## config.mk

```make
export PLATFORM = sky130hd
export DESIGN_NAME = n_bit_1x4_demux_router
export DESIGN_NICKNAME = d
export VERILOG_FILES = /design/src/rtl/n_bit_1x4_demux_router.sv
export SDC_FILE = /design/constraint.sdc
export NUM_CORES = 1
export LEC_CHECK = 0
export ABC_AREA = 0
export CAP_MARGIN = 20
export CORE_MARGIN = 5
export CORE_UTILIZATION = 55
export CTS_BUF_LIST = sky130_fd_sc_hd__clkbuf_8
export DETAILED_ROUTE_END_ITERATION = 7
export DONT_BUFFER_PORTS = 1
export GPL_TIMING_DRIVEN = 0
export PLACE_DENSITY = 0.7
export SLEW_MARGIN = 10
export SYNTH_ARGS = -nofsm -noshare
export SYNTH_HDL_FRONTEND = slang
export SYNTH_SLANG_ARGS = --single-unit
```

## constraint.sdc

```tcl
create_clock -name clk -period 2.1 [get_ports clk]
set_input_delay 0.21 -clock clk [delete_from_list [all_inputs] [get_ports clk]]
set_output_delay 0.21 -clock clk [all_outputs]
set_load 0.05 [all_outputs]
```

## src/rtl/n_bit_1x4_demux_router.sv

```systemverilog
// n_bit_1x4_demux_router: registered 1-to-4 steering block with valid/ready
// handshakes, a one-entry output buffer and per-channel transfer counters.
module n_bit_1x4_demux_router #(
   parameter int N  = 32,
   parameter int CW = 8
) (
   input  logic            clk,
   input  logic            rst,
   input  logic            in_valid,
   output logic            in_ready,
   input  logic [N-1:0]    in_data,
   input  logic [1:0]      in_sel,
   output logic [3:0]      out_valid,
   input  logic [3:0]      out_ready,
   output logic [4*N-1:0]  out_data,
   output logic            busy,
   output logic [4*CW-1:0] cnt_flat
);

   typedef enum logic {
      IDLE = 1'b0,
      BUSY = 1'b1
   } state_t;

   state_t        state;
   state_t        state_nxt;
   logic [N-1:0]  data_q;
   logic [N-1:0]  data_nxt;
   logic [1:0]    sel_q;
   logic [1:0]    sel_nxt;
   logic [CW-1:0] cnt_q [4];
   logic          accept;
   logic          drain;

   // Handshake decode: only the selected consumer's ready can drain the buffer,
   // and a drain frees the slot so the producer can refill in the same cycle.
   always_comb begin
      drain    = 1'b0;
      in_ready = 1'b1;
      if (state == BUSY) begin
         drain    = out_ready[sel_q];
         in_ready = out_ready[sel_q];
      end
      accept = in_valid && in_ready;
   end

   // Next-state logic: the buffer loads on every accept and empties on a drain
   // that is not matched by a simultaneous refill.
   always_comb begin
      state_nxt = state;
      data_nxt  = data_q;
      sel_nxt   = sel_q;
      case (state)
         IDLE: begin
            if (accept) begin
               state_nxt = BUSY;
               data_nxt  = in_data;
               sel_nxt   = in_sel;
            end
         end
         BUSY: begin
            if (drain) begin
               if (accept) begin
                  state_nxt = BUSY;
                  data_nxt  = in_data;
                  sel_nxt   = in_sel;
               end else begin
                  state_nxt = IDLE;
               end
            end
         end
         default: state_nxt = IDLE;
      endcase
   end

   // State and buffer registers; an asynchronous reset discards any held word.
   always_ff @(posedge clk or negedge rst) begin
      if (!rst) begin
         state  <= IDLE;
         data_q <= '0;
         sel_q  <= '0;
      end else begin
         state  <= state_nxt;
         data_q <= data_nxt;
         sel_q  <= sel_nxt;
      end
   end

   // Transfer counters: the channel being drained (old index) counts up by one,
   // wrapping naturally at 2^CW.
   always_ff @(posedge clk or negedge rst) begin
      if (!rst) begin
         for (int k = 0; k < 4; k++) begin
            cnt_q[k] <= '0;
         end
      end else begin
         for (int k = 0; k < 4; k++) begin
            if (drain && (sel_q == 2'(k))) begin
               cnt_q[k] <= cnt_q[k] + 1'b1;
            end
         end
      end
   end

   // Output decode purely from registered state, so nothing on in_* reaches out_*.
   always_comb begin
      out_valid = '0;
      out_data  = '0;
      busy      = (state == BUSY);
      if (state == BUSY) begin
         out_valid[sel_q]       = 1'b1;
         out_data[sel_q*N +: N] = data_q;
      end
   end

   // Flatten the counter array onto the debug bus.
   always_comb begin
      cnt_flat = '0;
      for (int k = 0; k < 4; k++) begin
         cnt_flat[k*CW +: CW] = cnt_q[k];
      end
   end

endmodule

```

==> results.ini, run 1 <==
[layout]
syn2layout_area_growth_pct = 34.0
drive_above_1_share_pct = 60.5
regArea_mm2 = 0.00168
antennaDiodeCount = 0
fill_cells = 459
multi_input_area_mm2 = 0.00259
nets = 460

[clock_network]
cts_htree_levels = 3
cts_tree = done
insertion_delay_ns = 0.34
clkSlewWorstSetupHoldPaths_ns = 0.07
cts_buffers = 9
cts_root_buf = clkbuf_8
clockBufferDepth = 2
clock-sinks = 67

[critical_path]
r2r_slack_ns = -0.22
r2r_end = data_q[14]$_DFFE_PN0P_
critPathMaxFanout = 6
cp_cell_sequence = buf_6 -> clkinvlp_4 -> ha_4 -> nand2_4 -> nor4b_4 -> buf_6 -> clkbuf_8 -> and2_4
cp_common_cell = buf_6
crit_path_top_delay_cell = dfrtp_1
crit_required_ns = 1.89
start_kind = flip-flop
reg2regPathDepth = 9
cp-end-kind = primary output
arrival_ns = 2.19
slowest_delay_ns = 0.37
r2r_start = sel_q[0]$_DFFE_PN0P_
critPathKind = flip-flop to primary output

[flow_run]
maxCapViolations = 0

[pwr]
power_density_mw_per_mm2 = 1330
irDropWorstVdd_mv = 0.879
p_leak_nw = 2.56

[synthesis]
synth_xor_area_share_pct = 6.11
yosys.area.top_type_share_pct = 41.8
yosys_warnings = 0
synth.area.top_cells = dfrtp_1 42%, and2_1 21%, mux2_4 12%
yosys-top-cells-count = 136 x and2_1, 67 x dfrtp_1, 31 x mux2_4
synth-adder-area-share_pct = 3.43
synth_top_family_by_area = simple AND/OR/NAND/NOR gates
synth_edf_count = 0
avgSynthCellArea_um2 = 11.2
synthMuxAreaShare_pct = 14.3
synth_nets = 411
ys_seq_area_share_pct = 41.8
synth.most_common_cell = and2_1
synthArstFlopShare_pct = 100
postSynthCellCount = 359
synth_seq_cells = 67
synth_compound_area_share_pct = 1.25
yosys.area_share.simple_pct = 29.6
yosysTopAreaCell = dfrtp_1
synth_flop_cell = dfrtp_1
synth_area_mm2 = 0.00401
synth.distinct_cells = 30

[sta]
tightestPinTransition_ns = 0.621
finalHoldViolCount = 0
final-max-slew-violation-count = 0
maxSlewHeadroom_pct = 58.6
setup_ws_ns = -0.303
fin_skew_ns = 0.0119
fmax_ghz = 0.416
timing.hold.ws_ns = 0.0205
setup_viol = 161
finalCriticalPeriod_ns = 2.40
post-route-period-util_pct = 114
rsz0062_at_grt = yes

[run_status]
failed_checks = negative setup slack
status = finished, violations left

[grt]
use_met3_pct = 5.68
grt_use_met1_pct = 27.2
grt_max_degree = 68
met2_usage_pct = 39.7
overflow = 0
grt_usage_pct = 22.9
top_usage_layer = met2
grt_pass1_vias = 2795
antenna_found_initial = 0
grt_pass1_wl_um = 15800

[detailed_routing]
ant_nets = 0
drc = 0
firstDrtPassIters = 4
routed_wl_um = 11300
viasPerCell = 5.50
drt_iter0_drc = 120
dr_total_vias = 2814
wire_per_inst_um = 22.0

[floorplanning]
core_mm2 = 0.00718
die_width_um = 95.4
start_util_pct = 55.9
dieHeight_um = 95.4
ioPinCount = 207
fp-row-count = 31
dieArea_mm2 = 0.00910

[worst_hold_path]
whs_endpoint = data_q[6]$_DFFE_PN0P_
min_path_cells = 1
min_path_type = input pin to flip-flop
worstHoldStart = in_data[6]

[placed_design]
dp_slack_ns = -0.439
hpwlAfterDp_um = 7300
gp_congestion = 0.799
numPortBuffers = 0

logic make-up (layout without fill, tap and decap cells):
group | after synthesis | count (layout)
simple gates | 188 | 188
flops | 67 | 67
mux | 40 | 40
xor+xnor | 28 | 28
buf+inv | 20 | 74
fa+ha+maj | 11 | 11
compound gates | 5 | 5
cell type report:
| type | count | area share, % |
|---|---|---|
| clock buffers | 11 | 2.82 |
| repair buffers | 39 | 9.31 |
| flip-flops and latches | 67 | 31.3 |
| plain buffers | 17 | 5.14 |
| inverters | 2 | 0.209 |
| well taps | 99 | 2.30 |
| clock inverters | 5 | 0.861 |
| multi-input cells | 272 | 48.1 |
worst max-delay path by stage:
| stage | from | to | slack [ns] |
|---|---|---|---|
| after floorplan | sel_q[0]$_DFFE_PN0P_ | out_data[100] | -0.06 |
| after global placement | sel_q[0]$_DFFE_PN0P_ | out_data[100] | -0.40 |
| after detailed placement | sel_q[0]$_DFFE_PN0P_ | out_data[100] | -0.44 |
| after CTS | sel_q[0]$_DFFE_PN0P_ | out_data[53] | -0.33 |
| after global routing | sel_q[0]$_DFFE_PN0P_ | out_data[53] | -0.39 |
| final | sel_q[0]$_DFFE_PN0P_ | out_data[51] | -0.30 |
per-stage QoR:
step	area (µm²)	setup TNS (ns)	power, mW	instances	util (%)
2_1_floorplan	4270	-0.576	4.90	359	-
3_3_place_gp	4390	-38.33	5.25	458	61.2
3_5_place_dp	4390	-42.84	5.31	458	61.2
4_1_cts	5110	-32.58	6.88	495	71.3
5_1_grt	5380	-45.85	7.46	512	74.9
6_report	5380	-33.30	7.13	512	74.9
cell usage in the layout (no fill, tap or decap), drive strengths merged, types with 3 or more instances in the layout:
master  count
and2      137
dfrtp      67
buf        47
mux2       37
xnor2      23
clkbuf     18
nand3      12
nand4      11
ha         11
and3       10
nand2       7
xor2        5
inv         4
nand3b      3
o22ai       3
routing by layer:
metal | part of all wire [%] | vias to the layer above
met1 | 38 | 1374
met4 | 2.5 | 0
met3 | 7.7 | 21
li1 | - | 1290
met5 | 0 | -
met2 | 52 | 129
worst max-delay path: cells and delay by family, from the launching register on:
family	cells	cell delay, ns
fa+ha+maj	1	0.32
buf+inv	4	0.58
flops	1	0.37
simple gates	3	0.58
state kept, by name, indices dropped and copies added (netlist names):
signal / flops
busy: 1
sel_q: 2
cnt_flat: 32
data_q: 32
report_power, final:
part / switching [mW] / internal, mW
Combinational: 1.72 / 1.45
Sequential: 1.20 / 1.69
Clock: 0.462 / 0.599
what timing repair did:
item,CTS,global route
cloned,7,4
endpoints found under the hold margin,68,0
endpoints found under the setup margin,137,163
buffers inserted,11,15
pin swaps,8,5
resized for setup,118,31
hold buffers,3,0
No activity file was read; power rests on OpenSTA's default activity.
==> run 2, diff against run 1 <==
--- a/config.mk
+++ b/config.mk
@@ -13,7 +13,7 @@
 export DETAILED_ROUTE_END_ITERATION = 7
 export DONT_BUFFER_PORTS = 1
 export GPL_TIMING_DRIVEN = 0
-export PLACE_DENSITY = 0.7
+export PLACE_DENSITY = 0.73
 export SLEW_MARGIN = 10
 export SYNTH_ARGS = -nofsm -noshare
 export SYNTH_HDL_FRONTEND = slang
==> run 2 against run 1 <==
  * The flow still finishes with violations (negative setup slack)
  * Global-route usage down 0.39 points
  * Cell count grew 4.7%
  * Clock power grew 12%
  * Worst setup slack worse by 0.0061 ns
  * First-iteration DRC count shrank 14%
  * Flip-flop and latch count did not move
  * Design area up 5.1%
  * Combinational power up 2%
  * Sequential share of layout area is 1.5 points lower
  * Utilization grew 3.8 points
  * Routed wire length up 1.8%
  * Maximum frequency down 0.25%
==> results.ini, run 2 (synthesis results as in run 1) <==
[pwr]
seqPwrFrac_pct = 39.4  ; -1.2 points
irDropWorstVdd_mv = 1.06  ; +20%
switching_share_pct = 47.3  ; -0.16 points
power_frac_comb_pct = 44.3  ; -0.3 points
power_density_mw_per_mm2 = 1290  ; -2.7%
p_sw_mw = 3.45  ; +1.9%
intPower_mw = 3.84  ; +2.5%
total_power_mw = 7.29  ; +2.2%
p_leak_nw = 2.66  ; +3.9%
p_clk_share_pct = 16.3  ; +1.4 points

[layout]
antennaDiodeCount = 0  ; unchanged
final_cell_mix = 127 x and2_4, 65 x dfrtp_1, 32 x mux2_4
fill_cells = 425  ; -7.4%
syn2layout_area_growth_pct = 40.8
post-route-util_pct = 78.7  ; +3.8 points
finalNonFillerCells = 536  ; +4.7%
nets = 484  ; +5.2%
final_common_cell = and2_4
drive_above_1_share_pct = 58.4  ; -2.2 points
stdcell_area_mm2 = 0.00565  ; +5.1%

[detailed_routing]
wl_met1_um = 4600  ; +6.5%
dr_wl_met2_um = 5770  ; -0.72%
dr_wl_met3_um = 926  ; +6.8%
drc = 0  ; unchanged
routed_wl_um = 11500  ; +1.8%
wire_per_inst_um = 21.4  ; -2.8%
maxUsedRoutingLayer = met4
drt_iter0_drc = 103  ; -14%
dr_total_vias = 2945  ; +4.7%
ant_nets = 0  ; unchanged
firstDrtPassIters = 4  ; unchanged
viasPerCell = 5.49  ; about the same

[critical_path]
cp_common_cell = buf_6
slowest_delay_ns = 0.37  ; about the same
start_kind = flip-flop
crit_family = buffers and inverters
r2r_start = sel_q[0]$_DFFE_PN0P_
r2r_end = data_q[28]$_DFFE_PN0P_
crit_required_ns = 1.89  ; about the same
critPathMaxFanout = 7  ; +1
critPathBufInv = 4  ; unchanged
critPathKind = flip-flop to primary output
crit_path_top_delay_cell = dfrtp_1
reg2regPathDepth = 9  ; unchanged
r2r_slack_ns = -0.20  ; +0.02 ns
arrival_ns = 2.20  ; about the same
cp_cell_sequence = buf_6 -> clkinvlp_4 -> ha_4 -> nand2_4 -> nor4b_4 -> buf_6 -> clkbuf_8 -> and2_4
cp-end-kind = primary output

[clock_network]
cts_buffers = 9  ; unchanged
clockBufferDepth = 2  ; unchanged
cts_tree = done
insertion_delay_ns = 0.35  ; about the same
cts_htree_levels = 3  ; unchanged
clock-sinks = 67  ; unchanged
cts_root_buf = clkbuf_8
clkSlewWorstSetupHoldPaths_ns = 0.08  ; about the same

[worst_hold_path]
worstHoldStart = in_data[24]
min_path_type = input pin to flip-flop
min_path_cells = 1  ; unchanged
whs_endpoint = data_q[24]$_DFFE_PN0P_

[grt]
overflow = 0  ; unchanged
antenna_found_initial = 0  ; unchanged
grt_usage_pct = 22.5  ; -0.39 points
grt_pass1_wl_um = 15400  ; -2.3%
grt_pass1_vias = 2714  ; -2.9%
grt_max_degree = 68  ; unchanged

[floorplanning]
start_util_pct = 55.9  ; unchanged
core_mm2 = 0.00718  ; unchanged
dieArea_mm2 = 0.00910  ; unchanged
fp-row-count = 31  ; unchanged
dieHeight_um = 95.4  ; unchanged
die_width_um = 95.4  ; unchanged
ioPinCount = 207  ; unchanged

[placed_design]
hpwlAfterDp_um = 7240  ; -0.85%
dpl.cell_count = 458  ; unchanged
gp_congestion = 0.757  ; -5.2%
numPortBuffers = 0  ; unchanged
dp_slack_ns = -0.453  ; -0.0133 ns
dpl_cell_area_mm2 = 0.00439  ; unchanged

[sta]
rsz0062_at_grt = yes
final-max-slew-violation-count = 0  ; unchanged
fmax_ghz = 0.415  ; -0.25%
setup_ws_ns = -0.309  ; -0.00611 ns
setup_viol = 161  ; unchanged
timing.hold.ws_ns = 0.0107  ; -0.00986 ns
maxSlewHeadroom_pct = 59.3  ; +0.73 points
finalCriticalPeriod_ns = 2.41  ; +0.00611 ns
fin_skew_ns = 0.0137  ; +0.00183 ns
tns_ns = -34.64  ; -1.35 ns
tightestPinTransition_ns = 0.610  ; -0.0110 ns
post-route-period-util_pct = 115  ; +0.29 points
finalHoldViolCount = 0  ; unchanged

[run_status]
failed_checks = negative setup slack
status = finished, violations left

[flow_run]
maxCapViolations = 0  ; unchanged

[run 2: changes by cell type in the layout (fill, tap and decap cells not counted), sizes merged]
| cell | change |
|---|---|
| buf | -1 |
| bufinv | +1 |
| clkbuf | +1 |
| clkinv | +4 |
| dlygate4sd3 | +22 |
| inv | -3 |
[run 2: cell type report]
class	instances	area, µm²	area share (%)
Clock inverter	7	92.6	1.64
Buffer	16	235	4.16
Multi-Input combinational cell	272	2580	45.7
Tap cell	99	124	2.19
Sequential cell	67	1680	29.8
Clock buffer	9	124	2.19
Inverter	2	11.3	0.199
Timing Repair Buffer	64	798	14.1
[run 2: layer usage]
layer | GRT usage [%] | vias up
met3 | 7.73 | 12
met1 | 26.7 | 1477
met5 | 0 | -
met4 | 7.70 | 0
met2 | 38.1 | 122
li1 | - | 1334
[run 2: worst max path at each step]
stage,from,endpoint,slack [ns],depth (start not counted)
4_1_cts,sel_q[0]$_DFFE_PN0P_,out_data[36],-0.32,8
5_1_grt,sel_q[0]$_DFFE_PN0P_,out_data[62],-0.38,8
2_1_floorplan,sel_q[0]$_DFFE_PN0P_,out_data[100],-0.06,6
3_3_place_gp,sel_q[0]$_DFFE_PN0P_,out_data[100],-0.41,6
3_5_place_dp,sel_q[0]$_DFFE_PN0P_,out_data[100],-0.45,6
6_report,sel_q[0]$_DFFE_PN0P_,out_data[36],-0.31,8
[run 2: power by group through the flow]
stage | clock [mW] | sequential [mW] | combinational (mW)
floorplan | 0 | 2.68 | 2.22
global placement | 0 | 2.83 | 2.42
detailed placement | 0 | 2.85 | 2.46
CTS | 1.20 | 2.85 | 2.97
global route | 1.27 | 2.97 | 3.37
finish | 1.19 | 2.87 | 3.23
[run 2: repair_timing]
action | in CTS | in global routing
endpoints found under the setup margin | 131 | 160
gates cloned | 5 | 8
resized for setup | 110 | 42
pin swaps | 4 | 6
endpoints found under the hold margin | 80 | 10
buffers inserted | 11 | 15
hold buffers | 15 | 10
